File: src/rtl/p_bus_pkg.sv
// Shared types and helpers for the parallel peripheral bus decoder and
// related interconnect blocks.
package p_bus_pkg;

  typedef enum logic [2:0] {
    ST_IDLE,
    ST_DRIVE,
    ST_RELEASE,
    ST_RESPOND,
    ST_WAIT
  } dec_state_t;

  localparam logic [2:0] SIZE_BYTE  = 3'd0;
  localparam logic [2:0] SIZE_HALF  = 3'd1;
  localparam logic [2:0] SIZE_WORD  = 3'd2;
  localparam logic [2:0] SIZE_DWORD = 3'd3;
  localparam logic [2:0] SIZE_QUAD  = 3'd4;

  // Only the low address bits can affect natural alignment for any legal size.
  function automatic logic size_aligned(input logic [7:0] addr_lo, input logic [2:0] size);
    logic [7:0] lsb_mask;
    lsb_mask = (8'd1 << size) - 8'd1;
    return (addr_lo & lsb_mask) == 8'd0;
  endfunction

endpackage

File: src/rtl/p_bus_addr_match.sv
// Combinational priority address matcher: lowest-index window that matches
// (addr & mask) == base wins.
module p_bus_addr_match #(
  parameter int unsigned                  XLEN        = 32,
  parameter int unsigned                  TARGETS     = 4,
  parameter int unsigned                  SEL_W       = (TARGETS > 1) ? $clog2(TARGETS) : 1,
  parameter logic [TARGETS*XLEN-1:0]      TARGET_BASE = '0,
  parameter logic [TARGETS*XLEN-1:0]      TARGET_MASK = '0
) (
  input  logic [XLEN-1:0]  addr,
  output logic             hit,
  output logic [SEL_W-1:0] sel
);

  // Scan from the top so the lowest matching index is the last one written.
  always_comb begin
    hit = 1'b0;
    sel = '0;
    for (int unsigned i = TARGETS; i > 0; i--) begin
      if ((addr & TARGET_MASK[(i-1)*XLEN +: XLEN]) == TARGET_BASE[(i-1)*XLEN +: XLEN]) begin
        hit = 1'b1;
        sel = SEL_W'(i - 1);
      end
    end
  end

endmodule

File: src/rtl/p_bus_decoder.sv
// Single-initiator, multi-target address decoder: forwards one request to the
// window-selected target and answers unmapped/illegal/stalled requests locally.
module p_bus_decoder
  import p_bus_pkg::*;
#(
  parameter int unsigned             XLEN        = 32,
  parameter int unsigned             TARGETS     = 4,
  parameter logic [TARGETS*XLEN-1:0] TARGET_BASE = '0,
  parameter logic [TARGETS*XLEN-1:0] TARGET_MASK = '0,
  parameter int unsigned             TIMEOUT     = 255
) (
  input  logic                    clk,
  input  logic                    reset,

  input  logic                    bus_valid,
  input  logic                    bus_rw,
  input  logic [XLEN-1:0]         bus_addr,
  input  logic [XLEN-1:0]         bus_wdata,
  input  logic [XLEN/8-1:0]       bus_wstrb,
  input  logic [2:0]              bus_size,
  output logic                    bus_ready,
  output logic [XLEN-1:0]         bus_rdata,
  output logic                    bus_denied,
  output logic                    bus_corrupt,

  output logic [TARGETS-1:0]      t_valid,
  output logic                    t_rw,
  output logic [XLEN-1:0]         t_addr,
  output logic [XLEN-1:0]         t_wdata,
  output logic [XLEN/8-1:0]       t_wstrb,
  output logic [2:0]              t_size,
  input  logic [TARGETS-1:0]      t_ready,
  input  logic [TARGETS*XLEN-1:0] t_rdata,
  input  logic [TARGETS-1:0]      t_denied,
  input  logic [TARGETS-1:0]      t_corrupt
);

  localparam int unsigned SEL_W    = (TARGETS > 1) ? $clog2(TARGETS) : 1;
  localparam int unsigned CNT_W    = $clog2(TIMEOUT + 1);
  localparam logic [2:0]  MAX_SIZE = 3'($clog2(XLEN / 8));

  if (!(XLEN == 32 || XLEN == 64)) begin : g_xlen_check
    $error("p_bus_decoder: XLEN must be 32 or 64");
  end
  if (TIMEOUT < 2) begin : g_timeout_check
    $error("p_bus_decoder: TIMEOUT must be at least 2");
  end

  dec_state_t          state_q, state_d;
  logic                req_rw_q, req_rw_d;
  logic [XLEN-1:0]     req_addr_q, req_addr_d;
  logic [XLEN-1:0]     req_wdata_q, req_wdata_d;
  logic [XLEN/8-1:0]   req_wstrb_q, req_wstrb_d;
  logic [2:0]          req_size_q, req_size_d;
  logic [SEL_W-1:0]    sel_q, sel_d;
  logic [CNT_W-1:0]    cnt_q, cnt_d;
  logic [TARGETS-1:0]  t_valid_q, t_valid_d;
  logic [XLEN-1:0]     resp_rdata_q, resp_rdata_d;
  logic                resp_denied_q, resp_denied_d;
  logic                resp_corrupt_q, resp_corrupt_d;
  logic                bus_ready_q, bus_ready_d;
  logic [XLEN-1:0]     bus_rdata_q, bus_rdata_d;
  logic                bus_denied_q, bus_denied_d;
  logic                bus_corrupt_q, bus_corrupt_d;

  logic                match_hit;
  logic [SEL_W-1:0]    match_sel;
  logic                req_legal;

  p_bus_addr_match #(
    .XLEN        (XLEN),
    .TARGETS     (TARGETS),
    .SEL_W       (SEL_W),
    .TARGET_BASE (TARGET_BASE),
    .TARGET_MASK (TARGET_MASK)
  ) u_addr_match (
    .addr (bus_addr),
    .hit  (match_hit),
    .sel  (match_sel)
  );

  assign req_legal = match_hit && (bus_size <= MAX_SIZE) && size_aligned(bus_addr[7:0], bus_size);

  always_ff @(posedge clk or negedge reset) begin
    if (!reset) begin
      state_q        <= ST_IDLE;
      req_rw_q       <= 1'b0;
      req_addr_q     <= '0;
      req_wdata_q    <= '0;
      req_wstrb_q    <= '0;
      req_size_q     <= '0;
      sel_q          <= '0;
      cnt_q          <= '0;
      t_valid_q      <= '0;
      resp_rdata_q   <= '0;
      resp_denied_q  <= 1'b0;
      resp_corrupt_q <= 1'b0;
      bus_ready_q    <= 1'b0;
      bus_rdata_q    <= '0;
      bus_denied_q   <= 1'b0;
      bus_corrupt_q  <= 1'b0;
    end else begin
      state_q        <= state_d;
      req_rw_q       <= req_rw_d;
      req_addr_q     <= req_addr_d;
      req_wdata_q    <= req_wdata_d;
      req_wstrb_q    <= req_wstrb_d;
      req_size_q     <= req_size_d;
      sel_q          <= sel_d;
      cnt_q          <= cnt_d;
      t_valid_q      <= t_valid_d;
      resp_rdata_q   <= resp_rdata_d;
      resp_denied_q  <= resp_denied_d;
      resp_corrupt_q <= resp_corrupt_d;
      bus_ready_q    <= bus_ready_d;
      bus_rdata_q    <= bus_rdata_d;
      bus_denied_q   <= bus_denied_d;
      bus_corrupt_q  <= bus_corrupt_d;
    end
  end

  always_comb begin
    state_d        = state_q;
    req_rw_d       = req_rw_q;
    req_addr_d     = req_addr_q;
    req_wdata_d    = req_wdata_q;
    req_wstrb_d    = req_wstrb_q;
    req_size_d     = req_size_q;
    sel_d          = sel_q;
    cnt_d          = cnt_q;
    t_valid_d      = t_valid_q;
    resp_rdata_d   = resp_rdata_q;
    resp_denied_d  = resp_denied_q;
    resp_corrupt_d = resp_corrupt_q;
    bus_ready_d    = 1'b0;
    bus_rdata_d    = bus_rdata_q;
    bus_denied_d   = bus_denied_q;
    bus_corrupt_d  = bus_corrupt_q;

    case (state_q)
      ST_IDLE: begin
        if (bus_valid) begin
          req_rw_d    = bus_rw;
          req_addr_d  = bus_addr;
          req_wdata_d = bus_wdata;
          req_wstrb_d = bus_wstrb;
          req_size_d  = bus_size;
          cnt_d       = '0;
          if (req_legal) begin
            sel_d   = match_sel;
            state_d = ST_DRIVE;
          end else begin
            resp_rdata_d   = '0;
            resp_denied_d  = 1'b1;
            resp_corrupt_d = 1'b0;
            state_d        = ST_RESPOND;
          end
        end
      end

      // t_valid is registered, so ready is only honoured once the target
      // has actually seen valid; a ready on the same edge as the timeout wins.
      ST_DRIVE: begin
        t_valid_d        = '0;
        t_valid_d[sel_q] = 1'b1;
        if (t_valid_q[sel_q] && t_ready[sel_q]) begin
          resp_rdata_d   = t_rdata[sel_q*XLEN +: XLEN];
          resp_denied_d  = t_denied[sel_q];
          resp_corrupt_d = t_corrupt[sel_q];
          t_valid_d      = '0;
          state_d        = ST_RELEASE;
        end else if (cnt_q == CNT_W'(TIMEOUT)) begin
          resp_rdata_d   = '0;
          resp_denied_d  = 1'b1;
          resp_corrupt_d = 1'b1;
          t_valid_d      = '0;
          state_d        = ST_RELEASE;
        end else begin
          cnt_d = cnt_q + 1'b1;
        end
      end

      ST_RELEASE: begin
        state_d = ST_RESPOND;
      end

      ST_RESPOND: begin
        bus_ready_d   = 1'b1;
        bus_rdata_d   = resp_rdata_q;
        bus_denied_d  = resp_denied_q;
        bus_corrupt_d = resp_corrupt_q;
        state_d       = ST_WAIT;
      end

      ST_WAIT: begin
        if (!bus_valid) begin
          bus_rdata_d   = '0;
          bus_denied_d  = 1'b0;
          bus_corrupt_d = 1'b0;
          state_d       = ST_IDLE;
        end
      end

      default: begin
        state_d = ST_IDLE;
      end
    endcase
  end

  logic t_active;
  assign t_active = |t_valid_q;

  assign t_valid     = t_valid_q;
  assign t_rw        = t_active & req_rw_q;
  assign t_addr      = t_active ? req_addr_q  : '0;
  assign t_wdata     = t_active ? req_wdata_q : '0;
  assign t_wstrb     = t_active ? req_wstrb_q : '0;
  assign t_size      = t_active ? req_size_q  : '0;

  assign bus_ready   = bus_ready_q;
  assign bus_rdata   = bus_rdata_q;
  assign bus_denied  = bus_denied_q;
  assign bus_corrupt = bus_corrupt_q;

endmodule

File: config.mk
export PLATFORM = sky130hd
export DESIGN_NAME = p_bus_decoder
export DESIGN_NICKNAME = d
export VERILOG_FILES = /design/src/rtl/p_bus_pkg.sv /design/src/rtl/p_bus_addr_match.sv /design/src/rtl/p_bus_decoder.sv
export SDC_FILE = /design/constraint.sdc
export NUM_CORES = 1
export LEC_CHECK = 0
export CAP_MARGIN = 10
export CORE_ASPECT_RATIO = 0.6
export CORE_MARGIN = 4
export CORE_UTILIZATION = 43
export DETAILED_ROUTE_END_ITERATION = 6
export GPL_TIMING_DRIVEN = 0
export PLACE_DENSITY = 0.95
export SKIP_LAST_GASP = 1
export SYNTH_ARGS = -nofsm -noshare
export SYNTH_HDL_FRONTEND = slang
export SYNTH_SLANG_ARGS = --single-unit
File: constraint.sdc
create_clock -name clk -period 3.4 [get_ports clk]
set_input_delay 0.68 -clock clk [delete_from_list [all_inputs] [get_ports clk]]
set_output_delay 0.68 -clock clk [all_outputs]
set_load 0.02 [all_outputs]
After elaboration in Yosys (flattened, before gate mapping)
Cells that the tools add are included.
{"block": "totals", "input_bits": 215, "wordCells": 80, "ff_bits": 156}
{"block": "op_classes", "add_sub_neg": 2, "n_reduce_logical": 12, "n_shift": 1, "mux": 36, "n_eq_ne": 11, "n_bitwise": 2, "magnitude_cmp": 1}
{"operator": "two-way mux 32 bit", "count": 7}
{"operator": "case mux 32 bit (2 select lines)", "count": 2}
{"operator": "two-way mux 8 bit", "count": 3}
{"operator": "case mux 8 bit (2 select lines)", "count": 1}
{"operator": "two-way mux 3 bit", "count": 5}
{"operator": "case mux 3 bit (5 select lines)", "count": 1}
{"operator": "two-way mux 1 bit", "count": 11}
{"operator": "inequality test 2 bit, second input constant", "count": 5}
{"operator": "adder 8 x 1 -> 8 bit, second input constant", "count": 1}
{"operator": "bitwise AND 8 bit", "count": 1}
{"operator": "equality test 8 bit, second input constant", "count": 1}
{"operator": "logical NOT 8 bit", "count": 1}
{"operator": "case mux 1 bit (2 select lines)", "count": 4}
{"operator": "AND reduction 4 bit", "count": 2}
{"operator": "left shift 1 x 3 -> 8 bit, first input constant", "count": 1}
{"operator": "subtractor 8 x 1 -> 8 bit, second input constant", "count": 1}
{"operator": "equality test 3 x 2 -> 1 bit, second input constant", "count": 2}
{"operator": "two-way mux 4 bit", "count": 1}
{"operator": "AND reduction 2 bit", "count": 2}
{"operator": "nonzero test 2 bit", "count": 2}
{"operator": "OR reduction 4 bit", "count": 1}
{"operator": "equality test 3 x 1 -> 1 bit, second input constant", "count": 1}
{"operator": "equality test 3 bit, second input constant", "count": 1}
{"operator": "<= comparator 3 x 2 -> 1 bit, second input constant", "count": 1}
{"operator": "6 further kinds", "count": 7}

Logic depth before layout (Yosys ltp)
{"block": "logic_depth", "ltp_word": 8, "mapped_depth": 6, "depth_no_buf": 5}

Cells and area by module
Synthesis repeated with hierarchy kept, for this count alone.
{"block": "hier_totals", "hier_cells": 822, "area_unflattened_um2": 8022.7}
{"module": "p_bus_decoder", "area_each_um2": 7992.7, "instances": 1, "cells_each": 817}
{"module": "p_bus_addr_match", "area_each_um2": 30.0, "instances": 1, "cells_each": 5}

Least setup slack after synthesis
OpenSTA, ideal clock, no wires.
{"block": "synth_path", "path_type": "input-to-reg", "start": "in bus_size[0]", "end": "reg resp_rdata_q[0]", "setup_slack_ps": 1588, "arrival_time_ps": 1745, "stages": 5, "cell_sequence": "nor3_1 -> o21bai_1 -> a22oi_1 -> clkbuf_1 -> a22o_1"}
{"block": "synth_via", "elab_chain_len": 7, "word_cells_on_any_way": 8}
{"item": "start, declared", "line_no": "p_bus_decoder.sv:20", "rtl": "input logic [2:0] bus_size,"}
{"item": "left shift 1 x 3 -> 8 bit", "line_no": "p_bus_pkg.sv:22", "rtl": "lsb_mask = (8'd1 << size) - 8'd1;"}
{"item": "subtractor 8 x 1 -> 8 bit", "line_no": "p_bus_pkg.sv:22"}
{"item": "bitwise AND 8 bit", "line_no": "p_bus_pkg.sv:23", "rtl": "return (addr_lo & lsb_mask) == 8'd0;"}
{"item": "logical NOT 8 bit", "line_no": "p_bus_pkg.sv:23"}
{"item": "logical AND 1 bit *", "line_no": "p_bus_decoder.sv:82", "rtl": "assign req_legal = match_hit && (bus_size <= MAX_SIZE) && size_aligned(bus_addr[7:0], bus_size);"}
{"item": "inequality test 2 bit (no line) *"}
{"item": "AND reduction 4 bit (no line) *"}
{"item": "end signal, assigned", "line_no": "p_bus_decoder.sv:112", "rtl": "resp_rdata_q <= resp_rdata_d;"}
{"item": "end, declared", "line_no": "p_bus_decoder.sv:58", "rtl": "logic [XLEN-1:0] resp_rdata_q, resp_rdata_d;"}
Every way passes the cells marked *; elsewhere a longest branch is shown, timed or not.
A chain may end at the register's enable or synchronous reset.

Final worst setup path
{"block": "layout_path", "start": "reg t_valid_q[0] (netlist: t_valid[0])", "end": "out t_wdata[18]"}
{"block": "layout_via", "elab_chain_len": 2}
{"item": "start, declared", "line_no": "p_bus_decoder.sv:57", "rtl": "logic [TARGETS-1:0] t_valid_q, t_valid_d;"}
{"item": "start signal, assigned", "line_no": "p_bus_decoder.sv:111", "rtl": "t_valid_q <= t_valid_d;"}
{"item": "OR reduction 4 bit", "line_no": "p_bus_decoder.sv:211", "rtl": "assign t_active = |t_valid_q;"}
{"item": "two-way mux 32 bit", "line_no": "p_bus_decoder.sv:216", "rtl": "assign t_wdata = t_active ? req_wdata_q : '0;"}
{"item": "end, declared", "line_no": "p_bus_decoder.sv:29", "rtl": "output logic [XLEN-1:0] t_wdata,"}
Every way passes these cells.

==> impl_metrics.toml <==
[yosys]
yosysUniqueCellTypes = 36
syn_area_mm2 = 0.00624
synth_top_family_by_area = "simple AND/OR/NAND/NOR gates"
synth_flop_cell = "dfrtp_1"
synth-simple-area-share_pct = 23.0
synth-xor-area-share_pct = 0
synth-compound-area-share_pct = 11.9
yosys_warnings = 0
synth_mux_area_share_pct = 0.160
async_flop_share_pct = 100
synth_cells = 611
synth-edff-count = 0
avgSynthCellArea_um2 = 10.2
ys_seq_area_share_pct = 61.4
synth-seq-cells = 153
synth_adder_area_share_pct = 0.201

[timing]
tightest_slew_ns = 0.790
period_share_pct = 92.6
slew_headroom_pct = 47.3
fmax_ghz = 0.318
fin_crit_ns = 3.15
setup-tns-final_ns = 0
clock_skew_ns = 0.0197
rsz0062_at_grt = "false"
hold_violations = 0
setup_viol = 0
slew_violations = 0
hold_slack_ns = 0.272

[worst_setup_path]
worst_path_largest_cell_delay_ns = 0.63
cp.required_ns = 2.72
crit_end = "t_wdata[18]"
crit_top_cell = "clkbuf_1"
critPathLaunch = "t_valid[0]$_DFFE_PN0P_"
worst-r2r-cell-count = 6
critPathKind = "flip-flop to primary output"
slowest_stage = "clkdlybuf4s50_1"
r2r-end = "resp_rdata_q[3]$_DFFE_PN0P_"
cp-end-kind = "primary output"
arrival_ns = 2.47
path_cells = "clkbuf_1 -> clkbuf_1 -> and2_1 -> clkdlybuf4s50_1"
cp_max_fo = 10
rr_startpoint = "cnt_q[0]$_DFFE_PN0P_"
regToRegSetupSlack_ns = 1.07
cp-start-kind = "flip-flop"

[placed_design]
placed_cell_area_mm2 = 0.00869
gp_congestion = 0.844
port_buffers = 217
place_inst = 1023
dpl.hpwl_um = 13500

[outcome]
status = "completed"

[layout]
drive_gt1_share_pct = 6.14
multi_input_area_mm2 = 0.00221
fin_cells = 1055
final_util_pct = 66.7
final_cell_mix = "nand2_1 (224), clkdlybuf4s50_1 (216), dfrtp_1 (153)"
antenna_cells = 0
final_common_cell = "nand2_1"
final_nets = 1066
area_growth_pct = 48.9
fillCellCount = 1036
seq_area_mm2 = 0.00383
fin_area_mm2 = 0.00929

[routing]
wl_met1_um = 7780
drcViolationCount = 0
first_pass_iters = 5
num_vias = 5352
drt_iter0_drc = 443
routed_wire_length_per_instance_um = 17.5
route.met2.wl_um = 8360
drt-vias-per-instance = 5.07
top_layer_used = "met4"
wirelength_um = 18400
met3_length_um = 2120
drtAntennaViolNets = 0

[power_and_ir_drop]
power.density_mw_per_mm2 = 920
leakagePower_nw = 4.38
irDropWorstVdd_v = 0.000555
clkPwrFrac_pct = 21.9
netSwitchingPower_mw = 3.34
pwr-share-comb_pct = 43.2
p_int_mw = 5.20
power_frac_seq_pct = 35.0
switching_share_pct = 39.1

[floorplanning]
die-area_mm2 = 0.0166
start_util_pct = 44.8
coreArea_mm2 = 0.0139
core.rowCount = 33
io_pins = 326
die_w_um = 163
die_height_um = 101

[flow_run]
cap_violations = 0

[grt]
grt_pass1_vias = 5438
grtUsageTotal_pct = 22.5
grt-ovfl-total = 0
grt_pass1_wl_um = 29000
antenna_found_initial = 0
grt_max_degree = 83

[clocking]
clock_latency_ns = 0.42
clk_path_buf_depth = 2
hold_buffers = 0
cts_setup_buffers = 0
cts_sinks = 153
cts-root-buf = "clkbuf_16"
cts_buffers = 17
clk_pin_slew_worst_paths_ns = 0.08
cts_tree = "yes"
ctsResizeCount = 0
htree_levels = 4

[worst_hold_path]
holdCritPathClass = "input pin to async pin"
==> cells by family (layout without fill, tap and decap cells) <==
group,after synthesis,count (layout)
flops,153,153
compound gates,89,89
fa+ha+maj,1,1
other cells,1,3
mux,1,1
buf+inv,47,297
simple gates,319,319
==> registers in the layout (all words and copies together), names as in the netlist <==
signal and cells:
req_wdata_q 32, req_addr_q 32, resp_corrupt_q 1, resp_rdata_q 32
req_wstrb_q 4, bus_ready 1, resp_denied_q 1, req_size_q 3
bus_corrupt 1, bus_rdata 32, t_valid 1, state_q 3
cnt_q 8, bus_denied 1, req_rw_q 1
==> worst max-delay path, delay by kind of cell, from the launching register on <==
kind	cells	cell delay, ns
buffers and inverters	3	1.50
flip-flops	1	0.35
AND/OR/NAND/NOR	1	0.22
==> synthesized netlist by cell type, types with 2 or more instances <==
master | number | area share, %
a22o_1 | 66 | 9.3
buf_1 | 4 | 0.24
and2_1 | 72 | 7.2
o21ai_0 | 3 | 0.24
o211ai_1 | 2 | 0.24
nor3_1 | 3 | 0.24
or4_1 | 2 | 0.24
o31ai_1 | 5 | 0.60
dfrtp_1 | 153 | 61
buf_2 | 9 | 0.72
nand2_1 | 224 | 13
nand3_1 | 6 | 0.48
buf_4 | 4 | 0.48
a21oi_1 | 5 | 0.40
nor2_1 | 4 | 0.24
clkbuf_1 | 26 | 1.6
inv_1 | 4 | 0.24
==> layout make-up <==
type                    instances  area share [%]
inverters                       4           0.162
repair buffers                218            23.7
plain buffers                  43            2.02
well taps                     192            2.59
multi-input cells             413            23.8
flip-flops and latches        153            41.2
clock inverters                15            1.90
clock buffers                  17            4.58
==> worst min-delay path by stage <==
stage | slack, ns | to | start
global route | 0.32 | bus_rdata[13]$_DFFE_PN0P_ | reset
finish | 0.27 | bus_rdata[13]$_DFFE_PN0P_ | reset
global placement | 0.45 | req_wdata_q[9]$_DFFE_PN0P_ | req_wdata_q[9]$_DFFE_PN0P_
detailed placement | 0.45 | req_addr_q[16]$_DFFE_PN0P_ | req_addr_q[16]$_DFFE_PN0P_
floorplan | 0.38 | bus_corrupt$_DFFE_PN0P_ | reset
CTS | 0.29 | bus_rdata[13]$_DFFE_PN0P_ | reset
==> layer usage <==
layer / vias to the layer above / global-route usage (%)
met1: 2595 / 28.9
li1: 2503 / -
met5: - / 0
met2: 242 / 36.0
met3: 12 / 9.07
met4: 0 / 6.06
==> stage by stage <==
| step | setup slack (ns) | power (mW) |
|---|---|---|
| after detailed placement | 0.451 | 6.71 |
| final | 0.253 | 8.55 |
| after global routing | 0.0364 | 9.08 |
| after CTS | 0.135 | 8.61 |
| after global placement | -4.42 | 6.55 |
| after floorplan | 1.59 | 4.99 |
==> power by group through the flow <==
stage                     combinational [mW]  clock (mW)  sequential [mW]
final                                   3.69        1.87             2.99
after global routing                    4.02        1.99             3.07
after CTS                               3.73        1.90             2.98
after detailed placement                3.71           0             3.00
after global placement                  3.60           0             2.95
after floorplan                         2.00           0             2.98
Note: power is estimated with default switching activity, not from simulation.
